[config.mk]
export PLATFORM = sky130hd
export DESIGN_NAME = mem_output_packer
export DESIGN_NICKNAME = d
export VERILOG_FILES = /design/src/rtl/smem_pkg.sv /design/src/rtl/mem_entry_unpack.sv /design/src/rtl/mem_output_packer.sv
export SDC_FILE = /design/constraint.sdc
export NUM_CORES = 1
export LEC_CHECK = 0
export CORE_AREA = 2 2 261 263
export CTS_BUF_LIST = sky130_fd_sc_hd__clkbuf_16
export CTS_CLUSTER_DIAMETER = 60
export CTS_CLUSTER_SIZE = 14
export DETAILED_ROUTE_END_ITERATION = 7
export DIE_AREA = 0 0 263 265
export PLACE_DENSITY = 0.68
export SLEW_MARGIN = 20
export SYNTH_ARGS = -nofsm -noshare
export SYNTH_HDL_FRONTEND = slang
export SYNTH_SLANG_ARGS = --single-unit
[constraint.sdc]
create_clock -name clk -period 3.3 [get_ports clk]
set_clock_uncertainty 0.1 [all_clocks]
set_input_delay 0.33 -clock clk [delete_from_list [all_inputs] [get_ports clk]]
set_output_delay 0.33 -clock clk [all_outputs]
set_load 0.02 [all_outputs]
[src/rtl/smem_pkg.sv]
// Shared constants for the mem-queue output packer: geometry, entry/beat field
// offsets and the packer FSM state encoding.
package smem_pkg;

  localparam int SMEM_READ_LEN       = 101;
  localparam int SMEM_READ_NUM_WIDTH = 8;
  localparam int SMEM_ADDR_WIDTH     = 15;

  localparam int CNT_W   = 7;
  localparam int ENTRY_W = 113;
  localparam int HALF_W  = 256;
  localparam int BEAT_W  = 512;

  // Entry field -> half-beat lane mapping (source lsb, destination lsb, width)
  localparam int FLD0_SRC = 0;
  localparam int FLD0_DST = 0;
  localparam int FLD0_W   = 33;
  localparam int FLD1_SRC = 33;
  localparam int FLD1_DST = 64;
  localparam int FLD1_W   = 33;
  localparam int FLD2_SRC = 66;
  localparam int FLD2_DST = 128;
  localparam int FLD2_W   = 33;
  localparam int FLD3_SRC = 99;
  localparam int FLD3_DST = 192;
  localparam int FLD3_W   = 7;
  localparam int FLD4_SRC = 106;
  localparam int FLD4_DST = 224;
  localparam int FLD4_W   = 7;

  // Header beat layout
  localparam int HDR_PTR_LSB  = 0;
  localparam int HDR_PTR_W    = 10;
  localparam int HDR_SIZE_LSB = 64;
  localparam int HDR_RET_LSB  = 128;
  localparam int HDR_RET_W    = 32;

  typedef enum logic [2:0] {
    ST_IDLE  = 3'd0,
    ST_REQ   = 3'd1,
    ST_HDR   = 3'd2,
    ST_FETCH = 3'd3,
    ST_EMIT  = 3'd4,
    ST_NEXT  = 3'd5,
    ST_DONE  = 3'd6
  } smem_state_e;

endpackage

[src/rtl/mem_entry_unpack.sv]
// Spreads one 113-bit mem-queue entry across a 256-bit half-beat; unused lanes are zero.
module mem_entry_unpack
  import smem_pkg::*;
(
  input  logic [ENTRY_W-1:0] i_entry,
  output logic [HALF_W-1:0]  o_half
);

  always_comb begin
    o_half = '0;
    o_half[FLD0_DST +: FLD0_W] = i_entry[FLD0_SRC +: FLD0_W];
    o_half[FLD1_DST +: FLD1_W] = i_entry[FLD1_SRC +: FLD1_W];
    o_half[FLD2_DST +: FLD2_W] = i_entry[FLD2_SRC +: FLD2_W];
    o_half[FLD3_DST +: FLD3_W] = i_entry[FLD3_SRC +: FLD3_W];
    o_half[FLD4_DST +: FLD4_W] = i_entry[FLD4_SRC +: FLD4_W];
  end

endmodule

[src/rtl/mem_output_packer.sv]
// Walks a batch of reads, emitting one header beat per read followed by its
// mem-queue entries packed two per 512-bit beat, under stall/permit flow control.
module mem_output_packer
  import smem_pkg::*;
#(
  parameter int READ_LEN       = SMEM_READ_LEN,
  parameter int READ_NUM_WIDTH = SMEM_READ_NUM_WIDTH,
  parameter int ADDR_WIDTH     = SMEM_ADDR_WIDTH
) (
  input  logic                      clk,
  input  logic                      reset_n,
  input  logic [READ_NUM_WIDTH:0]   batch_size,
  input  logic                      start,
  output logic                      output_request,
  input  logic                      output_permit,
  input  logic                      stall,
  output logic [READ_NUM_WIDTH-1:0] info_rd_num,
  input  logic [CNT_W-1:0]          mem_size_in,
  input  logic [CNT_W-1:0]          ret_in,
  output logic                      mem_rd_en,
  output logic [ADDR_WIDTH-1:0]     mem_rd_addr,
  input  logic [ENTRY_W-1:0]        mem_rd_q,
  output logic [BEAT_W-1:0]         output_data,
  output logic                      output_valid,
  output logic                      output_finish
);

  smem_state_e               r_state;
  smem_state_e               w_state_nxt;
  logic [READ_NUM_WIDTH:0]   r_batch;
  logic [READ_NUM_WIDTH-1:0] r_ptr;
  logic [ADDR_WIDTH-1:0]     r_base;
  logic [CNT_W-1:0]          r_idx;
  logic [CNT_W-1:0]          r_cnt;
  logic                      r_sub;
  logic                      r_cap_v;
  logic                      r_cap_slot;
  logic [ENTRY_W-1:0]        r_slot0;
  logic [ENTRY_W-1:0]        r_slot1;
  logic                      r_req;
  logic                      r_valid;
  logic                      r_finish;
  logic [BEAT_W-1:0]         r_data;

  logic                      w_go;
  logic                      w_load;
  logic                      w_hdr_go;
  logic                      w_issue;
  logic                      w_emit;
  logic                      w_next_go;
  logic                      w_pair;
  logic [CNT_W:0]            w_idx_inc;
  logic [READ_NUM_WIDTH:0]   w_ptr_inc;
  logic [BEAT_W-1:0]         w_hdr;
  logic [HALF_W-1:0]         w_half0;
  logic [HALF_W-1:0]         w_half1;

  function automatic logic [CNT_W-1:0] clamp_cnt(input logic [CNT_W-1:0] size);
    return (int'(size) > READ_LEN) ? CNT_W'(READ_LEN) : size;
  endfunction

  assign w_go      = ~stall & output_permit;
  assign w_idx_inc = {1'b0, r_idx} + 1'b1;
  assign w_ptr_inc = {1'b0, r_ptr} + 1'b1;
  // A second read joins the pair only if the entry after idx exists
  assign w_pair    = ~r_sub & (w_idx_inc < {1'b0, r_cnt});

  always_ff @(posedge clk or negedge reset_n) begin
    if (!reset_n) r_state <= ST_IDLE;
    else          r_state <= w_state_nxt;
  end

  always_comb begin
    w_state_nxt = r_state;
    w_load      = 1'b0;
    w_hdr_go    = 1'b0;
    w_issue     = 1'b0;
    w_emit      = 1'b0;
    w_next_go   = 1'b0;
    case (r_state)
      ST_IDLE: begin
        if (start) begin
          w_load      = 1'b1;
          w_state_nxt = ST_REQ;
        end
      end
      ST_REQ: begin
        if (output_permit) w_state_nxt = (r_batch != '0) ? ST_HDR : ST_DONE;
      end
      ST_HDR: begin
        if (w_go) begin
          w_hdr_go    = 1'b1;
          w_state_nxt = (mem_size_in == '0) ? ST_NEXT : ST_FETCH;
        end
      end
      ST_FETCH: begin
        if (w_go) begin
          w_issue     = 1'b1;
          w_state_nxt = w_pair ? ST_FETCH : ST_EMIT;
        end
      end
      ST_EMIT: begin
        // Wait for the last read of the pair to land before emitting
        if (w_go && !r_cap_v) begin
          w_emit      = 1'b1;
          w_state_nxt = (r_idx < r_cnt) ? ST_FETCH : ST_NEXT;
        end
      end
      ST_NEXT: begin
        if (w_go) begin
          w_next_go   = 1'b1;
          w_state_nxt = (w_ptr_inc < r_batch) ? ST_HDR : ST_DONE;
        end
      end
      ST_DONE: w_state_nxt = ST_DONE;
      default: w_state_nxt = ST_IDLE;
    endcase
  end

  always_comb begin
    w_hdr = '0;
    w_hdr[HDR_PTR_LSB +: HDR_PTR_W]  = HDR_PTR_W'(r_ptr);
    w_hdr[HDR_SIZE_LSB +: CNT_W]     = mem_size_in;
    w_hdr[HDR_RET_LSB +: HDR_RET_W]  = HDR_RET_W'(ret_in);
  end

  mem_entry_unpack u_unpack0 (
    .i_entry (r_slot0),
    .o_half  (w_half0)
  );

  mem_entry_unpack u_unpack1 (
    .i_entry (r_slot1),
    .o_half  (w_half1)
  );

  always_ff @(posedge clk or negedge reset_n) begin
    if (!reset_n) begin
      r_batch    <= '0;
      r_ptr      <= '0;
      r_base     <= '0;
      r_idx      <= '0;
      r_cnt      <= '0;
      r_sub      <= 1'b0;
      r_cap_v    <= 1'b0;
      r_cap_slot <= 1'b0;
      r_slot0    <= '0;
      r_slot1    <= '0;
    end else begin
      if (w_load) begin
        r_batch <= batch_size;
        r_ptr   <= '0;
        r_base  <= '0;
        r_idx   <= '0;
        r_sub   <= 1'b0;
      end
      if (w_hdr_go) begin
        r_cnt <= clamp_cnt(mem_size_in);
        r_idx <= '0;
        r_sub <= 1'b0;
      end
      if (w_issue) begin
        r_idx      <= w_idx_inc[CNT_W-1:0];
        r_sub      <= w_pair;
        r_cap_slot <= r_sub;
        if (!r_sub) r_slot1 <= '0;
      end
      r_cap_v <= w_issue;
      // Capture is independent of stall so an in-flight read is never lost
      if (r_cap_v) begin
        if (r_cap_slot) r_slot1 <= mem_rd_q;
        else            r_slot0 <= mem_rd_q;
      end
      if (w_next_go) begin
        r_ptr  <= w_ptr_inc[READ_NUM_WIDTH-1:0];
        r_base <= r_base + ADDR_WIDTH'(READ_LEN);
      end
    end
  end

  always_ff @(posedge clk or negedge reset_n) begin
    if (!reset_n) begin
      r_req    <= 1'b0;
      r_valid  <= 1'b0;
      r_finish <= 1'b0;
      r_data   <= '0;
    end else begin
      r_req    <= (w_state_nxt == ST_REQ);
      r_valid  <= w_hdr_go | w_emit;
      r_finish <= r_finish | (w_state_nxt == ST_DONE);
      if (w_hdr_go)    r_data <= w_hdr;
      else if (w_emit) r_data <= {w_half1, w_half0};
    end
  end

  assign output_request = r_req;
  assign output_valid   = r_valid;
  assign output_finish  = r_finish;
  assign output_data    = r_data;
  assign info_rd_num    = r_ptr;
  assign mem_rd_en      = w_issue;
  assign mem_rd_addr    = w_issue ? (r_base + {{(ADDR_WIDTH-CNT_W){1'b0}}, r_idx}) : '0;

endmodule

# After elaboration in Yosys (flattened, before gate mapping)
# Index checks and enable logic that the tools add are counted.
[word_totals] register_bits=793 input_bits=141 output_inout_bits=539 elab_cells=85
[classes] n_addsub=4 order_cmp=4 eq_ne=8 muxes=38 bitwise=7 reduce_logical=9
[ops] cell="512-bit two-way mux" count=2
[ops] cell="113-bit two-way mux" count=4
[ops] cell="15-bit two-way mux" count=3
[ops] cell="3-bit two-way mux" count=11
[ops] cell="7-bit two-way mux" count=4
[ops] cell="3-bit case mux with 7 select lines" count=1
[ops] cell="8-bit two-way mux" count=2
[ops] cell="15-bit by 7-bit adder with 15-bit output" count=1
[ops] cell="15-bit by 7-bit adder with 15-bit output (second input constant)" count=1
[ops] cell="3-bit equality test (second input constant)" count=4
[ops] cell="1-bit two-way mux" count=11
[ops] cell="8-bit by 1-bit adder with 9-bit output (second input constant)" count=1
[ops] cell="9-bit less-than comparator" count=1
[ops] cell="9-bit nonzero test" count=1
[ops] cell="7-bit by 1-bit adder with 8-bit output (second input constant)" count=1
[ops] cell="8-bit by 7-bit less-than comparator with 1-bit output" count=1
[ops] cell="7-bit greater-than comparator (second input constant)" count=1
[ops] cell="7-bit zero test" count=1
[ops] cell="7-bit less-than comparator" count=1
[ops] cell="3-bit by 1-bit equality test with 1-bit output (second input constant)" count=2
[ops] cell="3-bit by 2-bit equality test with 1-bit output (second input constant)" count=2
[ops] cell="2-bit nonzero test" count=2
[ops] cell="3-bit zero test" count=1
[ops] cell="1-bit inverter" count=3
[ops] cell="6 further kinds" count=8

# Logic depth before layout (Yosys ltp)
# Gate-level depths: netlist of the first run.
[logic_depth] depth_word=8 ltp_mapped=11 mapped_depth_nobuf=11

# Cells and area by module
# Synthesis of the first run repeated with hierarchy kept, for this count alone.
[hier_totals] cells_unflattened=2590 hier_area_um2=33547.2
[modules_own_cells] mod="mem_output_packer" instances=1 cells_per_inst=2076 area_per_inst_um2=29696.0 seq_area_each_um2=19844.0
[modules_own_cells] mod="mem_entry_unpack" instances=2 cells_per_inst=257 area_per_inst_um2=1925.6 seq_area_each_um2=0.0

# Least setup slack after synthesis of the first run
# Ideal clock, no wire load.
[synth_timing] path_kind="register to output" start="reg r_idx[0]" end="out mem_rd_addr[8]" t_arrival_ps=2087 required_time_ps=2870 slack_ps=783 stages_incl_launch_ff=9 path_buffers=0 path_cell_list="dfrtp_1 > ha_1 > fa_1 > a21o_1 > a21oi_1 > o21ai_0 > nand3_1 > xor2_1 > nor2_1"
[synth_via] elab_chain_len=2
[synth_lines] element="start, declared" line="mem_output_packer.sv:33" source="logic [CNT_W-1:0] r_idx;"
[synth_lines] element="start signal, assigned" line="mem_output_packer.sv:163" source="r_idx <= w_idx_inc[CNT_W-1:0];"
[synth_lines] element="15-bit by 7-bit adder with 15-bit output" line="mem_output_packer.sv:202" source="assign mem_rd_addr = w_issue ? (r_base + {{(ADDR_WIDTH-CNT_W){1'b0}}, r_idx}) : '0;"
[synth_lines] element="15-bit two-way mux" line="mem_output_packer.sv:202"
[synth_lines] element="end, declared" line="mem_output_packer.sv:21" source="output logic [ADDR_WIDTH-1:0] mem_rd_addr,"
# Every way passes these cells.

# Final worst setup path of the first run
[layout_timing] start="reg r_base[1]" end="out mem_rd_addr[8]"
[layout_via] elab_chain_len=2
[layout_lines] element="start, declared" line="mem_output_packer.sv:32" source="logic [ADDR_WIDTH-1:0] r_base;"
[layout_lines] element="start signal, assigned" line="mem_output_packer.sv:176" source="r_base <= r_base + ADDR_WIDTH'(READ_LEN);"
[layout_lines] element="15-bit by 7-bit adder with 15-bit output" line="mem_output_packer.sv:202"
[layout_lines] element="15-bit two-way mux" line="mem_output_packer.sv:202"
# Every way passes these cells.

==> qor.yml, run 1 <==
via_per_inst: 4.91
met2_length_um: 29600
cts.path.max_buffers: 3
fillers: 6208
ir_worst_vdd_mv: 0.558
clk_latency_ns: 0.59
final_util_pct: 41.4
grt_overflow: 0
worst_r2r_path_depth: 10
postRouteAntennaNets: 0
worstPathMaxFanout: 4
final.setup.worst_slack_ns: 0.0923
drive_above_1_share_pct: 13.5
period_needed_ns: 3.21
finalNetCount: 2304
rr_startpoint: "r_idx[1]$_DFFE_PN0P_"
pwr_density_cell_mw_per_mm2: 770
rr_endpoint: "output_finish$_DFF_PN0_"
vias: 14860
cts-buffers-inserted: 51
holdPathEnd: "r_batch[3]$_DFFE_PN0P_"
arrival_ns: 2.78
hpwl_um: 42100
drtPass1Iterations: 5
die-area_mm2: 0.0697
final_max_slew_viol_count: 0
wl_met1_um: 25400
min_path_type: "input pin to flop"
grt_pass1_vias: 15327
syn_avg_cell_area_um2: 12.7
ys_ff_latch: 507
antenna_found_initial: 4
grt_max_degree: 101
clk_pin_slew_ns: 0.07
min_from: "batch_size[3]"
gp_congestion: 0.879
rrSetupSlack_ns: 0.42
dr_wl_met3_um: 4620
grt_pass1_wl_um: 94600
worstHoldPathCells: 2
p_total_uw: 21300
worstMarginPinSlew_ns: 0.793
place_ws_ns: 0.0292
rows: 95
grt_usage_pct: 17.3
start_util_pct: 32.8
ys_types: 56
finalCritPeriodShare_pct: 97.2
cts_max_level: 2
power_leakage_uw: 0.0130
ys_seq_area_share_pct: 57.8
root_buffer: "clkbuf_16"
synthArstFlopShare_pct: 100
die_y_um: 265
yosys_warnings: 0
drc_errors: 0
setup_viol: 0
drtIter0Drc: 846
required_ns: 2.87
tritoncts: "built"
status: "finished clean"
synth_area_mm2: 0.0219
wl_per_cell_um: 20.6
area_growth_pct: 26.0
core-area_mm2: 0.0668
finalHoldViolations: 0
cap_violations: 0
placed_area_mm2: 0.0259
numPortBuffers: 393
die_width_um: 263
dr.max_layer_used: "met5"
syn_inst: 1727
fin_area_mm2: 0.0276
ys.flop_type: "dfrtp_1"
synth_edf_count: 0
path_class: "flop to primary output"
cts_sinks: 507
diodes: 0
slew-limit-headroom_pct: 47.1
cp-start-kind: "flop"
setup_tns_ns: 0
fmax_ghz: 0.312
top_level_ports: 680
wl_um: 62200
endpoint_kind: "primary output"
report_power, final:
group	switching [uW]	internal (uW)
logic	3230	3090
clock network	2550	2850
registers	1340	8220
cells in the final DEF, fill, tap and decap left out, types with 3 or more instances in the layout:
cell type          n
buf_4             48
a22oi_1           21
inv_8              3
or3_1              3
nand4_1            3
inv_6              3
dfrtp_2            6
xnor2_1           10
mux2_2           122
a31oi_1            3
nand2_1          100
nor3_1             9
clkinv_4           3
a21oi_2            5
a21oi_1           12
clkdlybuf4s50_1  382
and2_1             3
conb_1           286
nor2_1            27
xor2_1            11
dfrtp_1          501
o21ai_0           23
clkbuf_16         51
clkinv_8           6
o211ai_1           5
a21o_1             3
ha_4               4
ha_1              25
a22o_1           324
o31ai_1            5
nand3_1           32
mux2i_1            6
buf_12            15
inv_1             24
and3_1            11
dlygate4sd2_1      4
layer usage:
layer	up-vias	GRT usage, %
met5	-	0
met4	6	7.40
met3	155	4.86
met2	626	27.9
met1	7657	21.8
li1	6416	-
logic make-up after synthesis:
| logic type | after synthesis | synth area share, % |
|---|---|---|
| simple gates | 207 | 4.39 |
| fa+ha+maj | 31 | 1.80 |
| buf+inv | 409 | 12.6 |
| compound gates | 423 | 16.0 |
| xor+xnor | 21 | 0.838 |
| other cells | 1 | 0.0171 |
| mux | 128 | 6.54 |
| flops | 507 | 57.8 |
sequential cells by signal, indices dropped and copies added (netlist names), 3 cells and up:
name,cells
r_idx,7
r_state,3
info_rd_num,8
r_base,15
r_batch,9
r_cnt,7
r_slot1,113
r_slot0,113
output_data,226
metrics by stage:
step / instances / hold WS (ns)
6_report: 3026 / 0.254
5_1_grt: 3026 / 0.231
4_1_cts: 3018 / 0.223
3_5_place_dp: 2937 / 0.344
3_3_place_gp: 2937 / 0.337
2_1_floorplan: 2012 / -0.0656
how the worst max path moves through the flow:
stage                          startpoint  cells past startpoint               to  slack, ns
floorplan            r_idx[0]$_DFFE_PN0P_                      8   mem_rd_addr[8]       0.78
global placement    r_base[0]$_DFFE_PN0P_                      9  mem_rd_addr[14]       0.12
detailed placement  r_base[1]$_DFFE_PN0P_                      7  mem_rd_addr[13]       0.03
CTS                  r_idx[4]$_DFFE_PN0P_                     10  mem_rd_addr[13]      -0.02
global route        r_base[1]$_DFFE_PN0P_                      9  mem_rd_addr[13]      -0.03
finish              r_base[1]$_DFFE_PN0P_                      9   mem_rd_addr[8]       0.09
cells in the mapped netlist, drive strengths merged (2+ instances only):
cell type	n	area [um2]
a211o	2	17.5
a211oi	2	15.0
a21boi	3	26.3
a21o	3	22.5
a21oi	17	85.1
a22o	324	2840
a22oi	21	158
a31oi	3	18.8
and2	4	25.0
and2b	3	23.8
and3	11	68.8
buf	364	2600
clkbuf	25	93.8
dfrtp	507	12700
ha	30	375
inv	20	75.1
mux2	122	1370
mux2i	6	60.1
nand2	100	375
nand2b	3	18.8
nand3	34	180
nand4	3	18.8
nor2	29	114
nor3	10	55.1
nor4	2	12.5
o211ai	5	37.5
o21a	2	15.0
o21ai	25	125
o21bai	2	15.0
o311ai	2	17.5
o31ai	5	37.5
o41ai	2	25.0
or3	4	25.0
xnor2	10	87.6
xor2	11	96.3
cell type report:
| class | instances | area [um2] | share of cell area, % |
|---|---|---|---|
| Sequential cell | 507 | 12700 | 45.9 |
| Inverter | 20 | 75.1 | 0.272 |
| Multi-Input combinational cell | 1096 | 7680 | 27.8 |
| Timing Repair Buffer | 456 | 4600 | 16.6 |
| Clock inverter | 23 | 223 | 0.806 |
| Clock buffer | 51 | 1280 | 4.62 |
| Tap cell | 873 | 1090 | 3.95 |
critical path, cell delays in order, from the launching register on:
cell and delay, ns:
dfrtp_2 0.42, buf_4 0.16, fa_2 0.40, a21o_1 0.21
a21oi_2 0.20, o21ai_2 0.12, nand3_1 0.12, xor2_1 0.16
nor2_1 0.07, dlygate4sd2_1 0.32
repair_timing:
action / 4_1_cts / 5_1_grt
pin swaps: 4 / 10
setup buffers: 6 / 9
hold buffers: 1 / 0
endpoints found under the setup margin: 10 / 10
gates resized for setup: 32 / 18
hold endpoints to repair: 89 / 0
No activity file was read; power rests on OpenSTA's default activity.
==> run 2: changes to the inputs <==
--- a/config.mk
+++ b/config.mk
@@ -5,6 +5,7 @@
 export SDC_FILE = /design/constraint.sdc
 export NUM_CORES = 1
 export LEC_CHECK = 0
+export CAP_MARGIN = 10
 export CORE_AREA = 2 2 261 263
 export CTS_BUF_LIST = sky130_fd_sc_hd__clkbuf_16
 export CTS_CLUSTER_DIAMETER = 60
@@ -16,3 +17,4 @@
 export SYNTH_ARGS = -nofsm -noshare
 export SYNTH_HDL_FRONTEND = slang
 export SYNTH_SLANG_ARGS = --single-unit
+export TNS_END_PERCENT = 100
==> results of run 2 <==
Final layout, timing and power as in run 1 (identical DEF).
==> run 3: changes to the inputs <==
--- a/config.mk
+++ b/config.mk
@@ -13,6 +13,7 @@
 export DETAILED_ROUTE_END_ITERATION = 7
 export DIE_AREA = 0 0 263 265
 export PLACE_DENSITY = 0.68
+export REMOVE_ABC_BUFFERS = 1
 export SLEW_MARGIN = 20
 export SYNTH_ARGS = -nofsm -noshare
 export SYNTH_HDL_FRONTEND = slang
==> run 3 against run 2 <==
Via count fell by 1.2%. Combinational power down 0.6%. Fmax up 1.4%. Power down 1.4%. Die area is the same. Count of clock-buffer cells in the layout fell by 2. Core utilization fell by 0.29 points. Non-clock buffer count down 12. Largest cell class unchanged.
==> qor.yml, run 3 (same netlist as run 1, synthesis figures left out) <==
power_leakage_uw: 0.0129
grt_max_degree: 93
antenna_found_initial: 1
slew-limit-headroom_pct: 41.1
arrival_ns: 2.73
cts-buffers-inserted: 47
grt_pass1_wl_um: 92500
power.internal_uw: 14100
rr_startpoint: "r_idx[3]$_DFFE_PN0P_"
finalNetCount: 2288
final_max_slew_viol_count: 0
final_cell_mix: "dfrtp_1, clkdlybuf4s50_1, a22o_1"
dp_cells: 2933
layout_commonest_cell: "dfrtp_1"
clkPwrFrac_pct: 24.6
postRouteAntennaNets: 0
min_path_type: "input pin to async pin"
clk_latency_ns: 0.56
seqPwrFrac_pct: 45.5
finalNonFillerCells: 3005
cts.path.max_buffers: 3
rrSetupSlack_ns: 0.51
cts_sinks: 507
crit_path_end: "mem_rd_addr[14]"
tritoncts: "built"
endpoint_kind: "primary output"
cp-start-kind: "flop"
root_buffer: "clkbuf_16"
worst_r2r_path_depth: 10
die_width_um: 263
multiInputGateArea_mm2: 0.00765
vias: 14686
placed_area_mm2: 0.0259
setup_viol: 0
path_class: "flop to primary output"
grt_pass1_vias: 15297
clk_pin_slew_ns: 0.07
combPwrFrac_pct: 29.9
rsz0062_at_grt: "no"
die-area_mm2: 0.0697
drtPass1Iterations: 5
wl_per_cell_um: 19.9
grt_usage_pct: 16.7
via_per_inst: 4.89
top_level_ports: 680
fin_area_mm2: 0.0274
rows: 95
largest_register_ffs: 226
rr_endpoint: "output_finish$_DFF_PN0_"
period_needed_ns: 3.16
required_ns: 2.87
die_y_um: 265
worstMarginPinSlew_ns: 0.884
numPortBuffers: 393
hpwl_um: 40100
grt_overflow: 0
cts_max_level: 2
worstPathMaxFanout: 4
core-area_mm2: 0.0668
drc_errors: 0
pwr_density_cell_mw_per_mm2: 764
cap_violations: 0
drtIter0Drc: 911
finalCritPeriodShare_pct: 95.8
critPathLaunch: "r_base[0]$_DFFE_PN0P_"
start_util_pct: 32.8
ir_worst_vdd_mv: 0.459
fmax_ghz: 0.316
gp_congestion: 0.822
area_growth_pct: 25.1
drive_above_1_share_pct: 12.2
status: "finished clean"
seq_area_mm2: 0.0127
wl_um: 59900
finalHoldViolations: 0
p_sw_uw: 6850
fillers: 6192
sw_frac_of_total_pct: 32.7
## run 3: worst min path at each step
stage	endpoint	from	slack [ns]
finish	output_data[23]$_DFFE_PN0P_	reset_n	0.27
global placement	output_data[397]$_DFFE_PN0P_	reset_n	0.34
floorplan	info_rd_num[0]$_DFFE_PN0P_	reset_n	-0.07
global route	r_batch[6]$_DFFE_PN0P_	batch_size[6]	0.27
CTS	output_data[129]$_DFFE_PN0P_	ret_in[1]	0.24
detailed placement	output_data[23]$_DFFE_PN0P_	reset_n	0.34
## run 3: what timing repair did
action / CTS / global route
buffers inserted: 6 / 0
hold endpoints to repair: 81 / 0
resized for setup: 33 / 8
gates cloned: 0 / 0
pin swaps: 3 / 2
hold buffers: 1 / 0
endpoints found under the setup margin: 10 / 11
## run 3: metrics by stage
step,setup slack (ns),TNS (ns),hold slack [ns],util [%],power (uW)
after floorplan,-10.40,-2518.48,-0.0656,-,12900
after global placement,0.137,0,0.342,38.8,15600
after detailed placement,0.0920,0,0.344,38.8,15900
after CTS,0.0195,0,0.241,41.0,21200
after global routing,0.000953,0,0.268,41.1,22100
final,0.137,0,0.267,41.1,21000
## run 3: cell type report
class	count	share of cell area, %
Clock inverter	15	0.616
Clock buffer	49	4.47
Inverter	20	0.274
Tap cell	873	3.98
Antenna cell	1	0.00912
Sequential cell	507	46.2
Multi-Input combinational cell	1096	27.9
Timing Repair Buffer	444	16.5
## run 3: metal layers
layer | track usage (%) | vias to the layer above | wire (um)
met5 | 0 | - | 0
met4 | 4.91 | 0 | 1410
li1 | - | 6398 | -
met2 | 28.7 | 566 | 30400
met3 | 4.95 | 82 | 4770
met1 | 20.2 | 7640 | 23300
## run 3: power groups by stage
stage	logic, uW	registers (uW)	clock network [uW]
2_1_floorplan	2880	10000	0
3_3_place_gp	6130	9500	0
3_5_place_dp	6290	9580	0
4_1_cts	6330	9520	5340
5_1_grt	6740	9760	5570
6_report	6280	9530	5160
## run 3: critical path: stages, from the launching register on
cell,delay (ns)
dfrtp_1,0.38
ha_1,0.24
fa_2,0.37
a21o_1,0.21
a21oi_2,0.18
o21ai_2,0.13
nand3_1,0.13
xor2_1,0.07
nor2_1,0.15
clkdlybuf4s15_1,0.33
==> edit 1: new RTL, settings of run 1 <==
`FLD0_W`: 33 -> 66.
--- a/src/rtl/smem_pkg.sv
+++ b/src/rtl/smem_pkg.sv
@@ -14,7 +14,7 @@
   // Entry field -> half-beat lane mapping (source lsb, destination lsb, width)
   localparam int FLD0_SRC = 0;
   localparam int FLD0_DST = 0;
-  localparam int FLD0_W   = 33;
+  localparam int FLD0_W   = 66;
   localparam int FLD1_SRC = 33;
   localparam int FLD1_DST = 64;
   localparam int FLD1_W   = 33;
Formal check against the unedited RTL: no difference found for any inputs over 4 cycles, from zero or initial values and one cycle with reset_n low; that may be too few to reach the edited logic, so the function may still have changed.
==> edit 1 against run 1 <==
  * Worst setup slack worse by 0.0050 ns
  * Wire length is 1.7% lower
  * Final area is 1.2% higher
  * Count of clock-buffer cells in the layout is 1 lower
  * Sequential cell count is 7 higher
  * First-iteration DRC count is 15% higher
  * Area after synthesis is 0.11% higher
  * Total power is 6.4% lower
  * Critical endpoint is now mem_rd_addr[4]
  * Largest power group unchanged
  * Highest routed layer unchanged
==> edit 1: results (changes against run 1) <==
GR Util met1 20.8% (-0.98 points); post-place setup slack 0.215 ns (+0.186 ns); number of global-route vias before repair 14,952 (-2.4%); XOR/XNOR Fraction of Synth Area 0.877% (+0.039 points); crit-path max FO 3 (-1); Peak VDD IR 0.346 mV (-38%); relative slew slack 40.6% (-6.5 points); register area share after synthesis 58.6% (+0.73 points); Worst Setup SP r_base[0]; initial drt markers 971 (+15%); share of cells above drive strength 1 12.0% (-1.6 points); critical path's largest stage delay 0.61 ns (+0.19 ns); drt pass-1 iters 7 (+2); slowest stage cell on the critical path clkdlybuf4s50_1; reg-to-reg critical path startpoint info_rd_num[0]; Synth Area in Adders 1.80% (-0.0021 points); Leak 13.0 nW (-0.11%); commonest cells in the netlist dfrtp_1 (514), a22o_1 (328), buf_4 (280); post-synth cell types 55 (-1.8%); Final Routed Wirelength 61,200 um (-1.7%); Synth Area per Inst 12.7 um^2 (-0.29%); area post-placement 0.0264 mm^2 (+1.8%); met3 usage 5.19% (+0.33 points); Layout Cells excl Fill 3,020 (-0.20%); Filler cells 6,167 (-0.66%); status completed; DP Cell Count 2,936 (-0.034%); worst hold start ret_in[0]; Reg power frac 46.3% (+1.4 points); Clk network pwr share 26.9% (+1.5 points); mux cell area share after synthesis 6.48% (-0.053 points); Switch Pwr 0.00634 W (-11%); first-pass GRT wire length 92,300 um (-2.4%); global-route total usage across every layer 16.9% (-0.44 points); max reg flops 233 (+3.1%); Layout Nets 2,290 (-0.61%); post-DP HPWL 41,400 um (-1.6%); GRT met2 Usage 27.9% (about the same); Synth area leaders dfrtp_1 (59%), a22o_1 (13%), buf_4 (9.6%), mux2_2 (6.3%), nand2_1 (1.7%); Post-CTS Setup Repair Bufs 1 (-5)
[edit 1: cell count changes after synthesis, sizes merged, moves of 3 or more]
| cell | change |
|---|---|
| buf | -47 |
| clkbuf | +42 |
| dfrtp | +7 |
| a22o | +4 |
| a21oi | -3 |
| and3 | -3 |
| or4 | +3 |
[edit 1: worst paths after layout]
path	slack, ns	cells past startpoint	end
max in group asynchronous	1.84	3	r_slot0[35]
min in group asynchronous	0.29	2	r_slot0[101]
min	0.27	3	output_data[128]
max	0.09	7	mem_rd_addr[4]
max reg2reg	0.28	10	output_finish
min reg2reg	0.37	1	output_finish
[edit 1: cell families (layout without fill, tap and decap cells)]
group           count (synthesis)  in the layout
compound gates                423            423
xor+xnor                       22             22
fa+ha+maj                      31             31
buf+inv                       406            590
flops                         514            514
mux                           127            127
other cells                     1            230
simple gates                  210            210
[edit 1: worst max-delay path, delay by kind of cell (launching register included)]
kind	cells	cell delay, ns
flip-flops	1	0.40
adder cells (fa/ha/maj)	2	0.59
AO/OA/AOI/OAI	2	0.40
XOR/XNOR	1	0.11
buffers and inverters	1	0.61
AND/OR/NAND/NOR	1	0.09
[edit 1: layout make-up]
| type | instances | share of cell area (%) |
|---|---|---|
| repair buffers | 493 | 18.0 |
| diodes | 6 | 0.0537 |
| inverters | 22 | 0.295 |
| well taps | 873 | 3.91 |
| clock inverters | 25 | 0.805 |
| flip-flops and latches | 514 | 46.0 |
| multi-input cells | 1037 | 26.5 |
| clock buffers | 50 | 4.47 |
[edit 1: per-layer routing]
layer,vias to the layer above,share of wire [%]
met3,113,8.2
met1,7633,40
met5,-,0.057
met2,616,49
met4,6,3.1
li1,6494,-
==> edit 2: new RTL, config.mk and constraints of run 1 <==
Made on the original files. Make the reset (`reset_n`) synchronous in 3 clocked blocks.
--- a/src/rtl/mem_output_packer.sv
+++ b/src/rtl/mem_output_packer.sv
@@ -65,7 +65,7 @@
   // A second read joins the pair only if the entry after idx exists
   assign w_pair    = ~r_sub & (w_idx_inc < {1'b0, r_cnt});
 
-  always_ff @(posedge clk or negedge reset_n) begin
+  always_ff @(posedge clk) begin
     if (!reset_n) r_state <= ST_IDLE;
     else          r_state <= w_state_nxt;
   end
@@ -134,7 +134,7 @@
     .o_half  (w_half1)
   );
 
-  always_ff @(posedge clk or negedge reset_n) begin
+  always_ff @(posedge clk) begin
     if (!reset_n) begin
       r_batch    <= '0;
       r_ptr      <= '0;
@@ -178,7 +178,7 @@
     end
   end
 
-  always_ff @(posedge clk or negedge reset_n) begin
+  always_ff @(posedge clk) begin
     if (!reset_n) begin
       r_req    <= 1'b0;
       r_valid  <= 1'b0;
Check against the original RTL: differs if reset_n is asserted again (counterexample within 4 cycles, from zero or initial values and one cycle with reset_n low); with reset_n held inactive, the same outputs for 4 cycles.
==> edit 2 against run 1 <==
  * Wire length shrank 2.6%
  * Sequential cell count stayed put
  * Area after synthesis decreased by 4.9%
  * Final area fell by 5.4%
  * Maximum frequency rose by 0.38%
  * Count of clock-buffer cells in the layout fell by 1
  * Worst setup slack better by 0.012 ns
Power is not compared: it rests on default switching activity, and its combinational part moved more than twofold at a synthesized area within 25%.
==> edit 2: results (changes against run 1) <==
status completed; Worst Setup SP r_idx[1]; CTS Buf Count 48 (-5.9%); reg-to-reg critical path startpoint info_rd_num[0]; post-synth cell types 62 (+11%); Wirelength per Cell 16.2 um (-21%); asr flop ratio synth 0% (-100 points); share of cells above drive strength 1 4.79% (-8.7 points); number of global-route vias before repair 15,672 (+2.3%); GRT met2 Usage 27.3% (-0.57 points); post-place setup slack 0.270 ns (+0.241 ns); hold_ws 0.208 ns (-0.0456 ns); first-pass GRT wire length 91,900 um (-2.8%); worst hold start batch_size[5]; commonest cells in the netlist nand2_1 (744), dfxtp_1 (507), a21oi_1 (358); DP Cell Count 3,680 (+25%); relative slew slack 42.3% (-4.9 points); Top delay family on crit path buffers and inverters; Top FF cell, synth dfxtp_1; met3 usage 3.46% (-1.4 points); register area share after synthesis 48.6% (-9.2 points); largest net degree at the start of global routing 148 (+47%); GPL Wtd Cong 0.859 (-2.3%); Synth Area per Inst 8.24 um^2 (-35%); Hold Crit Depth 3 (+1)
-- edit 2: cell types whose count changed in the layout (fill, tap and decap cells not counted), sizes merged, moves of 73 or more --
cell	delta
dfxtp	+507
nand2	+644
a21oi	+341
a22o	-232
dfrtp	-507
nor2	+73
mux2	-117
-- edit 2: worst max-delay path by stage --
stage	end	slack (ns)	cells past startpoint
after floorplan	output_finish	0.50	10
after global placement	mem_rd_addr[14]	0.25	9
after detailed placement	mem_rd_addr[10]	0.27	9
after CTS	mem_rd_addr[14]	0.03	9
after global routing	mem_rd_addr[6]	0.001	9
final	mem_rd_addr[5]	0.10	8
-- edit 2: cell type report --
class / count / area, um^2
Clock buffer: 50 / 1250
Multi-Input combinational cell: 1836 / 8900
Tap cell: 873 / 1090
Inverter: 22 / 87.6
Fill cell: 6739 / 40600
Sequential cell: 507 / 10200
Clock inverter: 21 / 159
Antenna cell: 2 / 5.00
Timing Repair Buffer: 442 / 4500
-- edit 2: kinds of logic after synthesis --
group	after synthesis	synth area share, %
adder cells (fa/ha/maj)	31	1.89
XOR/XNOR	23	0.965
flip-flops	507	48.6
AO/OA/AOI/OAI	555	16.2
multiplexers	5	0.270
other	1	0.0180
AND/OR/NAND/NOR	936	17.9
buffers and inverters	473	14.1
-- edit 2: through the flow --
| step | cell area, um^2 | total power [W] | util, % |
|---|---|---|---|
| 2_1_floorplan | 21900 | 0.00712 | - |
| 3_5_place_dp | 24700 | 0.00723 | 37.0 |
| 4_1_cts | 26100 | 0.0124 | 39.1 |
| 3_3_place_gp | 24700 | 0.00723 | 37.0 |
| 6_report | 26200 | 0.0123 | 39.2 |
| 5_1_grt | 26200 | 0.0127 | 39.2 |
-- edit 2: what timing repair did --
action                     4_1_cts  5_1_grt
pin swaps                        0        1
gates resized for setup         15        3
setup endpoints to repair       10        6
